## src/rtl/dco_ctrl_if.sv

```systemverilog
// Control/status bundle between the ADPLL loop logic and the DCO sequencer.
// The slave side is the controller; the master side drives loop events and observes DCO codes.
interface dco_ctrl_if;
  logic        en;
  logic        tune_valid;
  logic [7:0]  tune_word;
  logic        lock_pvt;
  logic        lock_acq;
  logic        relock;
  logic        pd;
  logic [1:0]  osc_gain;
  logic [4:0]  c_l_r_all;
  logic [4:0]  c_l_row;
  logic [4:0]  c_l_col;
  logic [15:0] c_m_r_all;
  logic [15:0] c_m_row;
  logic [15:0] c_m_col;
  logic [15:0] c_s_r_all;
  logic [15:0] c_s_row;
  logic [15:0] c_s_col;
  logic [2:0]  mode;

  modport slave (
    input  en, tune_valid, tune_word, lock_pvt, lock_acq, relock,
    output pd, osc_gain, c_l_r_all, c_l_row, c_l_col, c_m_r_all, c_m_row, c_m_col,
           c_s_r_all, c_s_row, c_s_col, mode
  );

  modport master (
    output en, tune_valid, tune_word, lock_pvt, lock_acq, relock,
    input  pd, osc_gain, c_l_r_all, c_l_row, c_l_col, c_m_r_all, c_m_row, c_m_col,
           c_s_r_all, c_s_row, c_s_col, mode
  );
endinterface

```

## src/rtl/dco_ctrl.sv

```systemverilog
// Tank-capacitor DCO sequencer: power-up, PVT/ACQ/TRK mode walk and per-mode steering
// of loop-filter tuning words into the L/M/S capacitor bank select codes.
module dco_ctrl #(
  parameter int unsigned STARTUP_CYC = 64,
  parameter logic [1:0]  GAIN_START  = 2'd3,
  parameter logic [1:0]  GAIN_RUN    = 2'd1,
  parameter logic [4:0]  L_INIT      = 5'd12,
  parameter logic [7:0]  M_INIT      = 8'd128,
  parameter logic [7:0]  S_INIT      = 8'd128
) (
  input logic        clk,
  input logic        rst,
  dco_ctrl_if.slave  bus
);

  typedef enum logic [2:0] {
    StIdle    = 3'd0,
    StStartup = 3'd1,
    StPvt     = 3'd2,
    StAcq     = 3'd3,
    StTrk     = 3'd4
  } state_e;

  localparam int unsigned    CntW    = (STARTUP_CYC > 1) ? $clog2(STARTUP_CYC) : 1;
  localparam logic [CntW-1:0] CntLast = CntW'(STARTUP_CYC - 1);

  // Thermometer split of a count into {r_all, row, col}; q groups fully on, r cells in group q.
  function automatic logic [14:0] enc_l(input logic [4:0] v);
    logic [4:0] r_all, row, col;
    int q, r;
    q = int'(v) / 5;
    r = int'(v) % 5;
    for (int i = 0; i < 5; i++) begin
      r_all[i] = (i < q);
      row[i]   = (i == q);
      col[i]   = (i < r);
    end
    return {r_all, row, col};
  endfunction

  function automatic logic [47:0] enc_ms(input logic [7:0] v);
    logic [15:0] r_all, row, col;
    int q, r;
    q = int'(v[7:4]);
    r = int'(v[3:0]);
    for (int i = 0; i < 16; i++) begin
      r_all[i] = (i < q);
      row[i]   = (i == q);
      col[i]   = (i < r);
    end
    return {r_all, row, col};
  endfunction

  state_e          st_q, st_d;
  logic [CntW-1:0] cnt_q, cnt_d;
  logic [4:0]      l_q, l_d;
  logic [7:0]      m_q, m_d;
  logic [7:0]      s_q, s_d;
  logic [4:0]      l_word;
  logic [1:0]      gain_d;

  assign l_word = (bus.tune_word > 8'd25) ? 5'd25 : bus.tune_word[4:0];

  always_comb begin
    st_d  = st_q;
    cnt_d = cnt_q;
    l_d   = l_q;
    m_d   = m_q;
    s_d   = s_q;
    if (!bus.en) begin
      st_d  = StIdle;
      cnt_d = '0;
      l_d   = L_INIT;
      m_d   = M_INIT;
      s_d   = S_INIT;
    end else begin
      unique case (st_q)
        StIdle: begin
          st_d  = StStartup;
          cnt_d = '0;
        end
        StStartup: begin
          if (cnt_q == CntLast) begin
            st_d  = StPvt;
            cnt_d = '0;
          end else begin
            cnt_d = cnt_q + CntW'(1);
          end
        end
        StPvt: begin
          if (bus.tune_valid) l_d = l_word;
          if (bus.lock_pvt) st_d = StAcq;
        end
        StAcq, StTrk: begin
          if (bus.tune_valid) begin
            if (st_q == StAcq) m_d = bus.tune_word;
            else               s_d = bus.tune_word;
          end
          // Relock discards fine/medium state but keeps the coarse L setting.
          if (bus.relock) begin
            st_d = StPvt;
            m_d  = M_INIT;
            s_d  = S_INIT;
          end else if (st_q == StAcq && bus.lock_acq) begin
            st_d = StTrk;
          end
        end
        default: st_d = StIdle;
      endcase
    end
  end

  always_comb begin
    gain_d = GAIN_RUN;
    if (st_d == StIdle)         gain_d = 2'd0;
    else if (st_d == StStartup) gain_d = GAIN_START;
  end

  always_ff @(posedge clk) begin
    if (rst) begin
      st_q         <= StIdle;
      cnt_q        <= '0;
      l_q          <= L_INIT;
      m_q          <= M_INIT;
      s_q          <= S_INIT;
      bus.pd       <= 1'b1;
      bus.osc_gain <= 2'd0;
      bus.mode     <= 3'd0;
      {bus.c_l_r_all, bus.c_l_row, bus.c_l_col} <= enc_l(L_INIT);
      {bus.c_m_r_all, bus.c_m_row, bus.c_m_col} <= enc_ms(M_INIT);
      {bus.c_s_r_all, bus.c_s_row, bus.c_s_col} <= enc_ms(S_INIT);
    end else begin
      st_q         <= st_d;
      cnt_q        <= cnt_d;
      l_q          <= l_d;
      m_q          <= m_d;
      s_q          <= s_d;
      bus.pd       <= (st_d == StIdle);
      bus.osc_gain <= gain_d;
      bus.mode     <= st_d;
      {bus.c_l_r_all, bus.c_l_row, bus.c_l_col} <= enc_l(l_d);
      {bus.c_m_r_all, bus.c_m_row, bus.c_m_col} <= enc_ms(m_d);
      {bus.c_s_r_all, bus.c_s_row, bus.c_s_col} <= enc_ms(s_d);
    end
  end

endmodule

```

## src/flat_wrapper.sv

```systemverilog
// flat-port wrapper written by rule: the top's interface ports become plain ports
module dco_ctrl_flat 
#(
  parameter int unsigned STARTUP_CYC = 64,
  parameter logic [1:0]  GAIN_START  = 2'd3,
  parameter logic [1:0]  GAIN_RUN    = 2'd1,
  parameter logic [4:0]  L_INIT      = 5'd12,
  parameter logic [7:0]  M_INIT      = 8'd128,
  parameter logic [7:0]  S_INIT      = 8'd128
)
  (clk, rst, bus_en, bus_tune_valid, bus_tune_word, bus_lock_pvt, bus_lock_acq, bus_relock, bus_pd, bus_osc_gain, bus_c_l_r_all, bus_c_l_row, bus_c_l_col, bus_c_m_r_all, bus_c_m_row, bus_c_m_col, bus_c_s_r_all, bus_c_s_row, bus_c_s_col, bus_mode);
  dco_ctrl_if bus_i ();
  input logic clk;
  input logic rst;
  input wire logic [$bits(bus_i.en)-1:0] bus_en;
  input wire logic [$bits(bus_i.tune_valid)-1:0] bus_tune_valid;
  input wire logic [$bits(bus_i.tune_word)-1:0] bus_tune_word;
  input wire logic [$bits(bus_i.lock_pvt)-1:0] bus_lock_pvt;
  input wire logic [$bits(bus_i.lock_acq)-1:0] bus_lock_acq;
  input wire logic [$bits(bus_i.relock)-1:0] bus_relock;
  output wire logic [$bits(bus_i.pd)-1:0] bus_pd;
  output wire logic [$bits(bus_i.osc_gain)-1:0] bus_osc_gain;
  output wire logic [$bits(bus_i.c_l_r_all)-1:0] bus_c_l_r_all;
  output wire logic [$bits(bus_i.c_l_row)-1:0] bus_c_l_row;
  output wire logic [$bits(bus_i.c_l_col)-1:0] bus_c_l_col;
  output wire logic [$bits(bus_i.c_m_r_all)-1:0] bus_c_m_r_all;
  output wire logic [$bits(bus_i.c_m_row)-1:0] bus_c_m_row;
  output wire logic [$bits(bus_i.c_m_col)-1:0] bus_c_m_col;
  output wire logic [$bits(bus_i.c_s_r_all)-1:0] bus_c_s_r_all;
  output wire logic [$bits(bus_i.c_s_row)-1:0] bus_c_s_row;
  output wire logic [$bits(bus_i.c_s_col)-1:0] bus_c_s_col;
  output wire logic [$bits(bus_i.mode)-1:0] bus_mode;
  assign bus_i.en = bus_en;
  assign bus_i.tune_valid = bus_tune_valid;
  assign bus_i.tune_word = bus_tune_word;
  assign bus_i.lock_pvt = bus_lock_pvt;
  assign bus_i.lock_acq = bus_lock_acq;
  assign bus_i.relock = bus_relock;
  assign bus_pd = bus_i.pd;
  assign bus_osc_gain = bus_i.osc_gain;
  assign bus_c_l_r_all = bus_i.c_l_r_all;
  assign bus_c_l_row = bus_i.c_l_row;
  assign bus_c_l_col = bus_i.c_l_col;
  assign bus_c_m_r_all = bus_i.c_m_r_all;
  assign bus_c_m_row = bus_i.c_m_row;
  assign bus_c_m_col = bus_i.c_m_col;
  assign bus_c_s_r_all = bus_i.c_s_r_all;
  assign bus_c_s_row = bus_i.c_s_row;
  assign bus_c_s_col = bus_i.c_s_col;
  assign bus_mode = bus_i.mode;
  dco_ctrl #(.STARTUP_CYC(STARTUP_CYC), .GAIN_START(GAIN_START), .GAIN_RUN(GAIN_RUN), .L_INIT(L_INIT), .M_INIT(M_INIT), .S_INIT(S_INIT)) u_core (.clk(clk), .rst(rst), .bus(bus_i));
endmodule
```

## config.mk

```make
export PLATFORM = sky130hd
export DESIGN_NAME = dco_ctrl_flat
export DESIGN_NICKNAME = d
export VERILOG_FILES = /design/src/rtl/dco_ctrl_if.sv /design/src/rtl/dco_ctrl.sv /design/src/flat_wrapper.sv
export SDC_FILE = /design/constraint.sdc
export NUM_CORES = 1
export LEC_CHECK = 0
export CAP_MARGIN = 20
export CORE_AREA = 2 2 118 120
export DETAILED_ROUTE_END_ITERATION = 10
export DIE_AREA = 0 0 120 122
export PLACE_DENSITY = 0.66
export SLEW_MARGIN = 20
export SYNTH_ARGS = -nofsm -noshare
export SYNTH_HDL_FRONTEND = slang
export SYNTH_SLANG_ARGS = --single-unit
```

## constraint.sdc

```tcl
create_clock -name clk -period 6.7 [get_ports clk]
set_input_delay 1.005 -clock clk [delete_from_list [all_inputs] [get_ports clk]]
set_output_delay 1.005 -clock clk [all_outputs]
set_load 0.02 [all_outputs]
```

# After elaboration in Yosys (flattened, before gate mapping)
# Index checks and enable logic that the tools add are counted.
[word_totals]
output_inout_bits = 117
elab_cells = 168
inputBits = 15
ff_bits = 144
[op_classes]
mux = 23
magnitude_cmp = 71
n_eq_ne = 40
n_addsub = 1
reduce_logical = 10
div = 2
bitwise = 1
[op_table]
columns = ["cell", "n"]
rows = [
  ["3-bit by 32-bit less-than comparator with 1-bit output, first input constant", 4],
  ["4-bit less-than comparator, first input constant", 28],
  ["8-bit two-way mux", 10],
  ["3-bit by 32-bit equality test with 1-bit output, first input constant", 2],
  ["4-bit equality test, first input constant", 16],
  ["1-bit by 32-bit less-than comparator with 1-bit output, first input constant", 2],
  ["2-bit by 32-bit less-than comparator with 1-bit output, first input constant", 2],
  ["3-bit by 4-bit less-than comparator with 1-bit output, first input constant", 16],
  ["4-bit by 32-bit less-than comparator with 1-bit output, first input constant", 2],
  ["6-bit by 4-bit divider with 32-bit output, second input constant", 1],
  ["2-bit by 32-bit equality test with 1-bit output, first input constant", 1],
  ["3-bit by 4-bit equality test with 1-bit output, first input constant", 8],
  ["4-bit by 32-bit equality test with 1-bit output, first input constant", 1],
  ["32-bit logical NOT", 1],
  ["1-bit by 4-bit less-than comparator with 1-bit output, first input constant", 8],
  ["2-bit by 4-bit less-than comparator with 1-bit output, first input constant", 8],
  ["6-bit by 4-bit remainder unit with 32-bit output, second input constant", 1],
  ["5-bit two-way mux", 4],
  ["2-bit by 4-bit equality test with 1-bit output, first input constant", 4],
  ["3-bit two-way mux", 5],
  ["3-bit one-hot mux with 4 select lines", 1],
  ["6-bit one-hot mux with 2 select lines", 1],
  ["1-bit by 4-bit equality test with 1-bit output, first input constant", 2],
  ["8-bit by 5-bit > comparator with 1-bit output, second input constant", 1],
  ["13 further kinds", 19],
]

# Longest topological paths before layout
[logic_depth]
word_depth = 8
depth_mapped = 18
ltp_nobuf = 16

# Worst setup path before layout
# No wires, ideal clock.
[synth_timing]
path_type = "input-to-reg"
start = "input bus_tune_valid"
end = "register u_core.bus.c_l_col[2]"
required_ps = 6549
setup_ps = 151
arrival_ps = 4842
n_path_buf = 1
path_slack_ps = 1707
cell_stages = 17
cell_sequence = "and4bb_2 buf_2 nand2_1 o221ai_1 inv_1 ha_1 nand2b_1 or3_1 a22oi_1 and3_1 a21oi_1 ha_1 o31a_1 and4_1 a311o_1 nor4_1 a41oi_1"
[synth_via]
elab_chain_cells = 5
[synth_rtl]
columns = ["element", "line", "text"]
rows = [
  ["start, declared", "flat_wrapper.sv:16", "input wire logic [$bits(bus_i.tune_valid)-1:0] bus_tune_valid;"],
  ["5-bit two-way mux", "dco_ctrl.sv:91", "if (bus.tune_valid) l_d = l_word;"],
  ["5-bit two-way mux", "dco_ctrl.sv:77", "unique case (st_q)"],
  ["5-bit two-way mux", "dco_ctrl.sv:70", "if (!bus.en) begin"],
  ["net u_core.l_d[4]", "dco_ctrl.sv:56", "logic [4:0] l_q, l_d;"],
  ["6-bit by 4-bit remainder unit with 32-bit output", "dco_ctrl.sv:32", "r = int'(v) % 5;"],
  ["3-bit by 32-bit less-than comparator with 1-bit output", "dco_ctrl.sv:36", "col[i] = (i < r);"],
  ["end signal, assigned", "dco_ctrl.sv:129", "{bus.c_l_r_all, bus.c_l_row, bus.c_l_col} <= enc_l(L_INIT);"],
  ["end signal, assigned", "dco_ctrl.sv:141", "{bus.c_l_r_all, bus.c_l_row, bus.c_l_col} <= enc_l(l_d);"],
  ["end, declared", "dco_ctrl_if.sv:25", "output pd, osc_gain, c_l_r_all, c_l_row, c_l_col, c_m_r_all, c_m_row, c_m_col,"],
]
# The timed path passes the listed nets, and every way through them passes these cells.
# A chain may end at the register's enable or synchronous reset.

# Final worst setup path
[layout_timing]
start = "input bus_tune_word[3]"
end = "register u_core.bus.c_l_col[2]"
[layout_via]
elab_chain_cells = 7
[layout_rtl]
columns = ["element", "line", "text"]
rows = [
  ["start, declared", "flat_wrapper.sv:17", "input wire logic [$bits(bus_i.tune_word)-1:0] bus_tune_word;"],
  ["8-bit by 5-bit > comparator with 1-bit output", "dco_ctrl.sv:62", "assign l_word = (bus.tune_word > 8'd25) ? 5'd25 : bus.tune_word[4:0];"],
  ["5-bit two-way mux *", "dco_ctrl.sv:62", ""],
  ["5-bit two-way mux *", "dco_ctrl.sv:91", ""],
  ["5-bit two-way mux *", "dco_ctrl.sv:77", ""],
  ["5-bit two-way mux *", "dco_ctrl.sv:70", ""],
  ["6-bit by 4-bit remainder unit with 32-bit output *", "dco_ctrl.sv:32", ""],
  ["3-bit by 32-bit less-than comparator with 1-bit output *", "dco_ctrl.sv:36", ""],
]
# Every way passes the cells marked *; elsewhere a longest branch is shown, timed or not.

==> metrics.txt <==
Core Box Area=13500 um2; critical path type=input port to flip-flop; clk slew on worst S/H paths=0.05 ns; count of final hold-check violations=0; Startpoint Class=input port; hold depth=2; dominant synthesized flop cell=dfxtp_1; Syn Inst Count=577; Cell Pwr Density=roughly 250 nW/um2; Synth Register Bits=136; Setup Viol. Count Final=0; fin crit share=86.4%; Post-synth EDFFs=0; H-Tree Depth=4; CTS resizes=0; RSZ-0062 raised after global routing=false; port bufs=127; commonest non-fill, non-tap cell in the layout=dfxtp_1; Layout Skew=0.00682 ns; initial antenna violation count=0; Initial DRT Pass Iterations=5; routed len/inst=roughly 16 um; worst r2r src=u_core.bus.mode[1]; fillers=1244; Initial Utilization=approximately two fifths; Root Driver=clkbuf_16; Netlist cell types=63; drt via density=5.15; sequential area share after synthesis=between 50% and 60%; CTS tree=built; crit-path max FO=7; status=completed; die width=120 um; Final HPWL DP=~10 mm; post-CTS setup buffers=0; Nets=between 700 and 800; min Tclk post-route=5.79 ns; Synth Cell Area=5230 um2; first-pass GRT wire length=22.4 mm; TritonCTS Buffers=17; antenna violation net count after detailed routing=0; CP max stage delay=0.60 ns; Hold Crit Class=flip-flop to flip-flop; critical path cell sequence=clkdlybuf4s50_1 > or4_4 > nor3_1 > o21ai_0 > ha_1 > nand2b_1 > or3_1 > a22oi_1 > and3_1 > a21oi_1 > ha_1 > o31a_1 > a41oi_1 > nor4_1 > nor4_1 > a41oi_1; setup total negative slack=0 ns; share of layout cells above drive strength 1=slightly below 9%; Layout area overhead=37.6%; Iteration-0 DRC Markers=just under 400; sequential power share=45.1%; Critical Path AT=6.04 ns; Slowest-stage cell, CP=or4_4; most frequent cells in the layout=136 x dfxtp_1, 127 x clkdlybuf4s50_1, 66 x nor2_1; # hold bufs at CTS=0; maximum vdd drop=between 0.00015 and 0.0002 V; vias in the first global route=4376; Rows=between 40 and 50; Comb power frac=approximately 2.5%; Slew @ Worst Pin=0.826 ns; overflow left after global routing=0; hold_sp=u_core.cnt_q[1]; Max Slew Vio Count=0; Switching Share=between 20% and 30%; Die Ht=122 um; Internal Power=0.00143 W; Async SR Flop Fraction=0%; Leak=2.83 nW; Worst Setup End Kind=flip-flop; total track usage=between 10% and 20%; Final GP Congestion=0.883; design area=approximately 7200 um2; clock sink count=136; Max Cap Violations=0; DRC Markers=0; total number of yosys warnings=0; I/O pin total=132; Worst Path Required=approximately 7.0 ns; beginning of the critical path=bus_tune_word[3]; Mapped Avg Cell Area=9.06 um2; clock network fraction of total power=a little over half; worst skew pair latency=0.42 ns; largest net degree at the start of global routing=46; placed insts=854; upper clock frequency limit=173 MHz; clock buffer depth=2; Vias=4566; Crit. path cell count=16; relative max-transition margin=45.0%; worst reg2reg path depth=16; DIE AREA=14600 um2; Non-Filler Instances=886; switching power=0.000368 W; n_diodes=0; WL final=13.8 mm; Placed Area=6580 um2; Worst Path Buf+Inv=1; delay-heaviest family, CP=simple AND/OR/NAND/NOR gates
==> state kept, by name, summed over array words and instances, names as in the netlist, 6 cells and up <==
| register | flops |
|---|---|
| u_core.cnt_q | 6 |
| u_core.m_q | 7 |
| u_core.bus.c_s_col | 14 |
| u_core.bus.c_m_row | 16 |
| u_core.bus.c_m_r_all | 15 |
| u_core.bus.c_s_row | 16 |
| u_core.bus.c_s_r_all | 15 |
| u_core.s_q | 7 |
| u_core.bus.c_m_col | 14 |
==> worst reg2reg max path: stages, from the launching register on <==
cell and delay (ns):
dfxtp_1 0.54, and4bb_2 0.44, nand2_1 0.08, o221ai_1 0.35, inv_1 0.22, ha_1 0.35
nand2b_1 0.16, or3_1 0.39, a22oi_1 0.46, and3_1 0.33, a21oi_1 0.12, ha_1 0.24
o31a_1 0.13, a41oi_1 0.49, nor4_1 0.09, nor4_1 0.46, a41oi_1 0.20
==> kinds of logic after synthesis <==
| kind of cell | count (synthesis) | synth area share (%) |
|---|---|---|
| and+or+nand+nor | 222 | 21.7 |
| other | 1 | 0.0718 |
| AOI/OAI and AO/OA | 136 | 17.9 |
| muxes | 4 | 0.838 |
| DFF | 136 | 52.1 |
| adders and majority gates | 6 | 1.44 |
| buffers and inverters | 72 | 5.94 |
==> power groups by stage <==
stage	combinational, W	sequential (W)	clock [W]
finish	0.0000443	0.000812	0.000944
detailed placement	0.0000437	0.000829	0
CTS	0.0000440	0.000812	0.000960
global placement	0.0000434	0.000829	0
floorplan	0.0000243	0.000830	0
global route	0.0000484	0.000812	0.00100
==> per-stage QoR <==
step | hold WS, ns | total power [W] | setup WS [ns] | utilization (%)
4_1_cts | 0.512 | 0.00182 | 1.07 | 53.2
3_3_place_gp | 0.482 | 0.000873 | 0.771 | 48.7
5_1_grt | 0.542 | 0.00186 | 0.627 | 53.3
2_1_floorplan | 0.462 | 0.000854 | 1.71 | -
6_report | 0.512 | 0.00180 | 0.913 | 53.3
3_5_place_dp | 0.505 | 0.000873 | 0.637 | 48.7
==> worst paths after layout <==
path,end,slack (ns)
setup / recovery,u_core.bus.c_l_col[2],0.91
hold / removal,u_core.cnt_q[1],0.51
setup reg to reg,u_core.bus.c_l_col[2],1.49
hold reg to reg,u_core.cnt_q[1],0.51
==> Yosys cell counts, types with 8 or more instances <==
master    number  area (um2)
clkbuf_1      22        82.6
nand2b_1      13        81.3
nand3_1       13        65.1
nor2b_1       10        62.6
or2_2         13        81.3
o221ai_1      12         105
and3_1         8        50.1
o21ai_0       29         145
inv_1         37         139
or3_1          8        50.1
nand2_1       36         135
and2_1         9        56.3
buf_4          8        60.1
nor3_1        18        90.1
dfxtp_1      136        2720
nor2_1        67         251
a21oi_1       44         220
==> final cells by class <==
cell class | count | area, um2 | area share, %
clock buffers | 21 | 460 | 6.40
inverters | 37 | 139 | 1.93
repair buffers | 129 | 1290 | 17.9
well taps | 180 | 225 | 3.13
multi-input cells | 372 | 2210 | 30.8
clock inverters | 11 | 146 | 2.04
flip-flops and latches | 136 | 2720 | 37.9
==> metal layers <==
layer  wire, um  share of wire (%)  up-vias  track usage, %
met5          0                  0        -               0
li1           -                  -     2237               -
met3       1050                7.6       22            7.49
met4        252                1.8        0            8.38
met1       5860                 42     2134            23.5
met2       6620                 48      173            31.5
No activity file was read; power rests on OpenSTA's default activity.
